===== src/rtl/cpu_debug_pkg.sv =====
// Shared opcodes, controller state codes and status-word layout for the cpu debug controller.
// Pure declarations: no logic, no latency, no flow control.
package cpu_debug_pkg;

  typedef enum logic [2:0] {
    OP_NOP       = 3'd0,
    OP_RESET_CPU = 3'd1,
    OP_CONTINUE  = 3'd2,
    OP_READ_REG  = 3'd3,
    OP_READ_MEM  = 3'd4,
    OP_WRITE_MEM = 3'd5,
    OP_STATUS    = 3'd6,
    OP_RSVD      = 3'd7
  } cmd_op_e;

  localparam logic [2:0] ST_RST    = 3'd0;
  localparam logic [2:0] ST_IDLE   = 3'd1;
  localparam logic [2:0] ST_CONT   = 3'd2;
  localparam logic [2:0] ST_REG    = 3'd3;
  localparam logic [2:0] ST_MEM_RD = 3'd4;
  localparam logic [2:0] ST_MEM_WR = 3'd5;
  localparam logic [2:0] ST_RSP    = 3'd6;

  localparam logic [3:0] REG_IP = 4'd8;

  localparam int STATUS_HALTED = 0;
  localparam int STATUS_WAIT   = 1;
  localparam int STATUS_RESET  = 2;

endpackage


===== src/rtl/mem_port_mux.sv =====
// Data RAM port mux: host fields when host_grant is set, processor request otherwise.
// Purely combinational, zero latency; no backpressure (grant already implies a parked cpu).
module mem_port_mux #(
  parameter int WORD_SIZE = 18,
  parameter int ADDR_SIZE = 18
) (
  input  logic                 host_grant,
  input  logic                 host_we,
  input  logic [ADDR_SIZE-1:0] host_addr,
  input  logic [WORD_SIZE-1:0] host_din,
  input  logic                 cpu_mem_we,
  input  logic [ADDR_SIZE-1:0] cpu_mem_addr,
  input  logic [WORD_SIZE-1:0] cpu_mem_din,
  output logic                 ram_we,
  output logic [ADDR_SIZE-1:0] ram_addr,
  output logic [WORD_SIZE-1:0] ram_din
);

  // A processor write during grant is simply dropped.
  assign ram_we   = host_grant ? host_we   : cpu_mem_we;
  assign ram_addr = host_grant ? host_addr : cpu_mem_addr;
  assign ram_din  = host_grant ? host_din  : cpu_mem_din;

endmodule


===== src/rtl/cpu_debug_ctrl.sv =====
// Host run/debug controller: sequences cpu reset, continue, debug reads and host RAM access.
// One command in flight; response held until rsp_ready, cmd_ready only while idle.
module cpu_debug_ctrl
  import cpu_debug_pkg::*;
#(
  parameter int WORD_SIZE    = 18,
  parameter int ADDR_SIZE    = 18,
  parameter int RESET_CYCLES = 2
) (
  input  logic                 clock,
  input  logic                 reset,
  input  logic                 cmd_valid,
  output logic                 cmd_ready,
  input  logic [2:0]           cmd_op,
  input  logic [ADDR_SIZE-1:0] cmd_addr,
  input  logic [WORD_SIZE-1:0] cmd_data,
  output logic                 rsp_valid,
  input  logic                 rsp_ready,
  output logic [WORD_SIZE-1:0] rsp_data,
  output logic                 rsp_error,
  output logic                 halted,
  output logic                 cpu_reset,
  input  logic                 cpu_wait_for_continue,
  output logic                 cpu_continue,
  output logic                 cpu_debug_get_param,
  output logic [3:0]           cpu_debug_reg_addr,
  input  logic [WORD_SIZE-1:0] cpu_debug_data_out,
  input  logic                 cpu_mem_we,
  input  logic [ADDR_SIZE-1:0] cpu_mem_addr,
  input  logic [WORD_SIZE-1:0] cpu_mem_din,
  output logic [WORD_SIZE-1:0] cpu_mem_dout,
  output logic                 ram_we,
  output logic [ADDR_SIZE-1:0] ram_addr,
  output logic [WORD_SIZE-1:0] ram_din,
  input  logic [WORD_SIZE-1:0] ram_dout
);

  localparam int CNT_W = $clog2(RESET_CYCLES + 2);
  localparam logic [CNT_W-1:0] RST_LAST = CNT_W'(RESET_CYCLES - 1);

  logic [2:0]           state;
  logic [CNT_W-1:0]     cnt;
  logic [ADDR_SIZE-1:0] addr_q;
  logic [WORD_SIZE-1:0] data_q;
  logic                 host_grant;
  logic                 rst_rsp;
  logic [WORD_SIZE-1:0] status_word;

  assign cpu_reset           = (state == ST_RST);
  assign cmd_ready           = (state == ST_IDLE);
  assign rsp_valid           = (state == ST_RSP);
  assign cpu_continue        = (state == ST_CONT);
  assign cpu_debug_get_param = (state == ST_REG);
  assign cpu_debug_reg_addr  = cpu_debug_get_param ? addr_q[3:0] : 4'd0;
  assign cpu_mem_dout        = ram_dout;

  always_comb begin
    status_word                = '0;
    status_word[STATUS_HALTED] = halted;
    status_word[STATUS_WAIT]   = cpu_wait_for_continue;
    status_word[STATUS_RESET]  = cpu_reset;
  end

  always_ff @(posedge clock or negedge reset) begin
    if (!reset) begin
      state      <= ST_RST;
      cnt        <= '0;
      addr_q     <= '0;
      data_q     <= '0;
      rsp_data   <= '0;
      rsp_error  <= 1'b0;
      host_grant <= 1'b0;
      halted     <= 1'b0;
      rst_rsp    <= 1'b0;
    end else begin
      halted <= cpu_wait_for_continue & ~cpu_reset;
      case (state)
        ST_RST: begin
          if (cnt == RST_LAST) begin
            cnt     <= '0;
            rst_rsp <= 1'b0;
            state   <= rst_rsp ? ST_RSP : ST_IDLE;
          end else begin
            cnt <= cnt + 1'b1;
          end
        end
        ST_IDLE: begin
          if (cmd_valid) begin
            addr_q    <= cmd_addr;
            data_q    <= cmd_data;
            rsp_data  <= '0;
            rsp_error <= 1'b0;
            state     <= ST_RSP;
            // Anything needing the processor parked is rejected here, before any side effect.
            case (cmd_op_e'(cmd_op))
              OP_NOP: ;
              OP_RESET_CPU: begin
                rst_rsp <= 1'b1;
                state   <= ST_RST;
              end
              OP_CONTINUE: begin
                if (halted) state <= ST_CONT;
                else rsp_error <= 1'b1;
              end
              OP_READ_REG: begin
                if (halted && cmd_addr[3:0] <= REG_IP) state <= ST_REG;
                else rsp_error <= 1'b1;
              end
              OP_READ_MEM: begin
                if (halted) begin
                  host_grant <= 1'b1;
                  state      <= ST_MEM_RD;
                end else begin
                  rsp_error <= 1'b1;
                end
              end
              OP_WRITE_MEM: begin
                if (halted) begin
                  host_grant <= 1'b1;
                  state      <= ST_MEM_WR;
                end else begin
                  rsp_error <= 1'b1;
                end
              end
              OP_STATUS: rsp_data <= status_word;
              default:   rsp_error <= 1'b1;
            endcase
          end
        end
        ST_CONT: state <= ST_RSP;
        ST_REG: begin
          if (cnt == CNT_W'(1)) begin
            cnt      <= '0;
            rsp_data <= cpu_debug_data_out;
            state    <= ST_RSP;
          end else begin
            cnt <= cnt + 1'b1;
          end
        end
        ST_MEM_RD: begin
          // First cycle presents the address, second sees the synchronous read data.
          if (cnt == CNT_W'(1)) begin
            cnt        <= '0;
            rsp_data   <= ram_dout;
            host_grant <= 1'b0;
            state      <= ST_RSP;
          end else begin
            cnt <= cnt + 1'b1;
          end
        end
        ST_MEM_WR: begin
          rsp_data   <= data_q;
          host_grant <= 1'b0;
          state      <= ST_RSP;
        end
        ST_RSP: begin
          if (rsp_ready) state <= ST_IDLE;
        end
        default: state <= ST_RST;
      endcase
    end
  end

  mem_port_mux #(
    .WORD_SIZE(WORD_SIZE),
    .ADDR_SIZE(ADDR_SIZE)
  ) u_mem_port_mux (
    .host_grant  (host_grant),
    .host_we     (state == ST_MEM_WR),
    .host_addr   (addr_q),
    .host_din    (data_q),
    .cpu_mem_we  (cpu_mem_we),
    .cpu_mem_addr(cpu_mem_addr),
    .cpu_mem_din (cpu_mem_din),
    .ram_we      (ram_we),
    .ram_addr    (ram_addr),
    .ram_din     (ram_din)
  );

endmodule


===== config.mk =====
export PLATFORM = sky130hd
export DESIGN_NAME = cpu_debug_ctrl
export DESIGN_NICKNAME = d
export VERILOG_FILES = /design/src/rtl/cpu_debug_pkg.sv /design/src/rtl/mem_port_mux.sv /design/src/rtl/cpu_debug_ctrl.sv
export SDC_FILE = /design/constraint.sdc
export NUM_CORES = 1
export LEC_CHECK = 0
export ABC_CLOCK_PERIOD_IN_PS = 5000
export CAP_MARGIN = 20
export CELL_PAD_IN_SITES_DETAIL_PLACEMENT = 0
export CELL_PAD_IN_SITES_GLOBAL_PLACEMENT = 1
export CORE_MARGIN = 2
export CORE_UTILIZATION = 31
export CTS_CLUSTER_DIAMETER = 30
export DETAILED_ROUTE_END_ITERATION = 12
export PLACE_DENSITY = 0.83
export SLEW_MARGIN = 25
export SYNTH_ARGS = -nofsm -noshare
export SYNTH_HDL_FRONTEND = slang
export SYNTH_SLANG_ARGS = --single-unit

===== constraint.sdc =====
create_clock -name clock -period 5 [get_ports clock]
set_input_delay 0.75 -clock clock [delete_from_list [all_inputs] [get_ports clock]]
set_output_delay 0.75 -clock clock [all_outputs]
set_load 0.01 [all_outputs]

==> flow_summary.html <==
<table>
<tr><th>Metric</th><th>Value</th></tr>
<tr><th colspan="2">Run status</th></tr>
<tr><td>Status</td><td>complete, no violations</td></tr>
<tr><th colspan="2">CTS</th></tr>
<tr><td>Cts repair resizes</td><td>0</td></tr>
<tr><td>Maximum level of the CTS H-tree</td><td>3</td></tr>
<tr><td>Number of setup buffers added after CTS</td><td>0</td></tr>
<tr><td># hold bufs at CTS</td><td>0</td></tr>
<tr><td>Total CTS buffers</td><td>9</td></tr>
<tr><td>Clock insertion delay at the later pin of the skew report</td><td>0.32 ns</td></tr>
<tr><td>Largest buffer count on any clock path</td><td>2</td></tr>
<tr><td>Sinks on the clock net</td><td>63</td></tr>
<tr><td>Clock tree from TritonCTS</td><td>built</td></tr>
<tr><td>Worst-path clk slew</td><td>0.05 ns</td></tr>
<tr><td>Root buffer selected by CTS</td><td>sky130_fd_sc_hd__clkbuf_16</td></tr>
<tr><th colspan="2">Pwr</th></tr>
<tr><td>Power density of the placed cells</td><td>465 nW/um^2</td></tr>
<tr><td>Peak supply drop</td><td>0.204 mV</td></tr>
<tr><td>Total power draw</td><td>2.73 mW</td></tr>
<tr><td>Static Leakage</td><td>2.32 nW</td></tr>
<tr><th colspan="2">STA</th></tr>
<tr><td>Max-Slew Margin vs Limit</td><td>0.350</td></tr>
<tr><td>Shortest clock period the worst path allows after layout</td><td>3.10 ns</td></tr>
<tr><td>TNS Setup</td><td>0 ns</td></tr>
<tr><td>Setup repair after global routing missed its margin</td><td>false</td></tr>
<tr><td>Clock tree skew after final layout</td><td>0.0105 ns</td></tr>
<tr><td>Final number of hold-violating endpoints</td><td>0</td></tr>
<tr><td>Count of final setup violators</td><td>0</td></tr>
<tr><td>Worst-Margin Slew</td><td>0.974 ns</td></tr>
<tr><td>Top achievable clock speed</td><td>0.323 GHz</td></tr>
<tr><td>Fin crit share</td><td>0.620</td></tr>
<tr><td>Final Max Slew Viols</td><td>0</td></tr>
<tr><th colspan="2">Yosys</th></tr>
<tr><td>Synth warn</td><td>0</td></tr>
<tr><td>Fraction of synthesized cell area taken by the top area cell type</td><td>0.431</td></tr>
<tr><td>Mean area per synthesized cell</td><td>11.2 sq um</td></tr>
<tr><td>Number of instances in the synthesized netlist</td><td>328</td></tr>
<tr><td>Proportion of synthesized chip area in sequential cells</td><td>0.431</td></tr>
<tr><td>Number of register bits inferred by synthesis</td><td>63</td></tr>
<tr><td>Top flip-flop cell by instance count after synthesis</td><td>sky130_fd_sc_hd__dfrtp_1</td></tr>
<tr><td>Post-synth design cell area</td><td>3660 sq um</td></tr>
<tr><td>Main area contributors after synthesis</td><td>sky130_fd_sc_hd__dfrtp_1 (43%), sky130_fd_sc_hd__mux2_2 (28%), sky130_fd_sc_hd__buf_4 (4.3%)</td></tr>
<tr><td>Area leader, netlist</td><td>sky130_fd_sc_hd__dfrtp_1</td></tr>
<tr><td>Count of cell types in the netlist</td><td>39</td></tr>
<tr><td>Fraction of registers with async set or reset after synthesis</td><td>1.00</td></tr>
<tr><td>Synthesized net count</td><td>445</td></tr>
<tr><td>Number of enable-type register cells in the synthesized netlist</td><td>0</td></tr>
<tr><th colspan="2">Floorplanning</th></tr>
<tr><td>Full die area</td><td>12700 sq um</td></tr>
<tr><td>Area of the placeable core</td><td>11500 sq um</td></tr>
<tr><td>Number of top-level pins</td><td>201</td></tr>
<tr><td>Die Width</td><td>113 um</td></tr>
<tr><td>Initial core utilization</td><td>0.319</td></tr>
<tr><td>Site row count</td><td>39</td></tr>
<tr><td>Die Height</td><td>113 um</td></tr>
<tr><th colspan="2">Global route</th></tr>
<tr><td>Routing layer with the top usage in global route</td><td>met2</td></tr>
<tr><td>Grt ovf</td><td>0</td></tr>
<tr><td>Fraction of met3 tracks used by global routing</td><td>0.0416</td></tr>
<tr><td>M1 GR Usage</td><td>0.209</td></tr>
<tr><td>Vias in the first global route</td><td>3213</td></tr>
<tr><td>Number of antenna violations at the first check in global routing</td><td>0</td></tr>
<tr><td>Total track usage</td><td>0.166</td></tr>
<tr><td>Met2 Track Usage GR</td><td>0.284</td></tr>
<tr><td>Largest net degree at the start of global routing</td><td>58</td></tr>
<tr><td>First-pass GRT wire length</td><td>16700 um</td></tr>
<tr><th colspan="2">Worst setup path</th></tr>
<tr><td>Slowest CP cell</td><td>sky130_fd_sc_hd__and3b_2</td></tr>
<tr><td>Endpoint required time on the critical path</td><td>4.25 ns</td></tr>
<tr><td>Max FO, Critical Path</td><td>26</td></tr>
<tr><td>Stage delay of the slowest cell on the critical path</td><td>0.65 ns</td></tr>
<tr><td>Worst setup path category</td><td>register to output port</td></tr>
<tr><td>Minimum setup slack among reg-to-reg paths</td><td>2.44 ns</td></tr>
<tr><td>Worst path arrival time</td><td>2.35 ns</td></tr>
<tr><td>End of the worst register-to-register path</td><td>rsp_data[0]$_DFFE_PN0P_</td></tr>
<tr><td>Number of buffer and inverter stages on the critical path</td><td>1</td></tr>
<tr><td>Critical path startpoint category</td><td>register</td></tr>
<tr><td>Reg2Reg Launch Point</td><td>state[0]$_DFFE_PN0P_</td></tr>
<tr><td>Family with the most delay on the worst path</td><td>simple AND/OR/NAND/NOR gates</td></tr>
<tr><td>Type of element capturing the critical path</td><td>output port</td></tr>
<tr><td>R2R depth</td><td>5</td></tr>
<tr><td>Critical path launch point</td><td>state[1]$_DFFE_PN0P_</td></tr>
<tr><td>List of cells traversed by the critical path</td><td>and3b_2 &gt; and2_1 &gt; clkdlybuf4s50_1</td></tr>
<tr><th colspan="2">Final layout</th></tr>
<tr><td>Antenna diode count</td><td>0</td></tr>
<tr><td>Share of cells above drive strength 1</td><td>0.227</td></tr>
<tr><td>Most common cell after layout, fill and taps aside</td><td>sky130_fd_sc_hd__clkdlybuf4s50_1</td></tr>
<tr><td>Area added between synthesis and finish</td><td>60.1%</td></tr>
<tr><td>Nets</td><td>615</td></tr>
<tr><td>Final cell area excluding filler cells</td><td>5860 sq um</td></tr>
<tr><td>Leading cell types in the layout, fill and taps excluded</td><td>sky130_fd_sc_hd__clkdlybuf4s50_1 (199), sky130_fd_sc_hd__mux2_2 (90), sky130_fd_sc_hd__dfrtp_1 (62)</td></tr>
<tr><td>Filler Cells Inserted</td><td>1069</td></tr>
<tr><td>Share of the core filled with cells</td><td>0.511</td></tr>
<tr><th colspan="2">Drt</th></tr>
<tr><td>Average wire length per cell after detail routing</td><td>16.9 um</td></tr>
<tr><td>Routed wire length</td><td>10900 um</td></tr>
<tr><td>Pre-Repair DR Iteration Count</td><td>4</td></tr>
<tr><td>Post-DR vias/cell</td><td>4.91</td></tr>
<tr><td>Residual DRC count</td><td>0</td></tr>
<tr><td>Remaining antenna violation count after routing</td><td>0</td></tr>
<tr><td>Initial DRC count</td><td>89</td></tr>
<tr><td>Vias after detailed routing</td><td>3169</td></tr>
<tr><th colspan="2">Place</th></tr>
<tr><td>Final HPWL DP</td><td>7920 um</td></tr>
<tr><td>Placer Congestion</td><td>0.811</td></tr>
<tr><td>Post-DP Area</td><td>5560 sq um</td></tr>
<tr><td>IO Port Bufs</td><td>200</td></tr>
<tr><th colspan="2">Worst hold path</th></tr>
<tr><td>Worst hold path class</td><td>input port to asynchronous set/reset pin</td></tr>
<tr><th colspan="2">Run</th></tr>
<tr><td>Number of violations of the max-capacitance limit</td><td>0</td></tr>
</table>
## how the worst max path moves through the flow
| stage | endpoint | slack [ns] | cells past startpoint |
|---|---|---|---|
| after CTS | cpu_debug_reg_addr[3] | 1.51 | 3 |
| after global placement | rsp_data[0]$_DFFE_PN0P_ | 1.89 | 4 |
| after detailed placement | rsp_data[0]$_DFFE_PN0P_ | 1.75 | 4 |
| after floorplan | cpu_debug_reg_addr[0] | 3.02 | 5 |
| after global routing | cpu_debug_reg_addr[1] | 1.76 | 3 |
| final | cpu_debug_reg_addr[3] | 1.90 | 3 |
## where the power goes
part	switching, mW	total, mW	internal, mW	leakage (nW)
combinational	0.491	1.14	0.648	1.40
clock	0.212	0.622	0.409	0.145
sequential	0.200	0.966	0.765	0.772
## sequential cells by signal, summed over array words and instances (netlist names)
register / flops
addr_q: 18
rst_rsp: 1
data_q: 18
rsp_error: 1
rsp_data: 18
cnt: 2
halted: 1
host_grant: 1
state: 3
## cells in the mapped netlist, types with 2 or more instances
cell type,n
sky130_fd_sc_hd__buf_6,7
sky130_fd_sc_hd__a21oi_1,21
sky130_fd_sc_hd__buf_2,5
sky130_fd_sc_hd__inv_1,6
sky130_fd_sc_hd__and2_1,6
sky130_fd_sc_hd__o311ai_0,2
sky130_fd_sc_hd__clkbuf_1,8
sky130_fd_sc_hd__o41ai_1,2
sky130_fd_sc_hd__a31oi_1,2
sky130_fd_sc_hd__nand2_1,7
sky130_fd_sc_hd__buf_1,3
sky130_fd_sc_hd__o31ai_1,2
sky130_fd_sc_hd__a221o_1,3
sky130_fd_sc_hd__nor2b_1,6
sky130_fd_sc_hd__buf_4,21
sky130_fd_sc_hd__and3_1,2
sky130_fd_sc_hd__dfrtp_1,63
sky130_fd_sc_hd__o21ai_0,9
sky130_fd_sc_hd__nand2b_1,2
sky130_fd_sc_hd__mux2_2,90
sky130_fd_sc_hd__nand3_1,3
sky130_fd_sc_hd__a22o_1,2
sky130_fd_sc_hd__nor2_1,25
sky130_fd_sc_hd__a22oi_1,16
## through the flow
step                hold slack, ns  setup slack (ns)  std cells
finish                       0.252              1.90        645
global route                 0.249              1.76        645
CTS                          0.240              1.51        645
detailed placement           0.491              1.75        630
global placement             0.489              1.89        630
floorplan                    0.454              3.02        328
## kinds of logic (layout without fill, tap and decap cells)
group,after synthesis,in the layout,share of synthesized area
compound gates,63,63,0.113
simple gates,59,59,0.0827
buf+inv,50,224,0.0889
mux,91,91,0.280
xor+xnor,2,2,0.00479
flops,63,63,0.431
## per-layer routing
| layer | part of all wire | vias up |
|---|---|---|
| met1 | 0.43 | 1516 |
| li1 | - | 1504 |
| met4 | 0.0089 | 0 |
| met2 | 0.49 | 141 |
| met3 | 0.072 | 8 |
| met5 | 0 | - |
## area by class of cell
cell class              count  area (sq um)  area share
repair buffers            203          2020       0.345
multi-input cells         215          1760       0.301
flip-flops and latches     63          1580       0.269
clock buffers              12           256      0.0438
well taps                 143           179      0.0305
clock inverters             3          42.5     0.00726
inverters                   6          22.5     0.00384
Note: power is estimated with default switching activity, not from simulation.
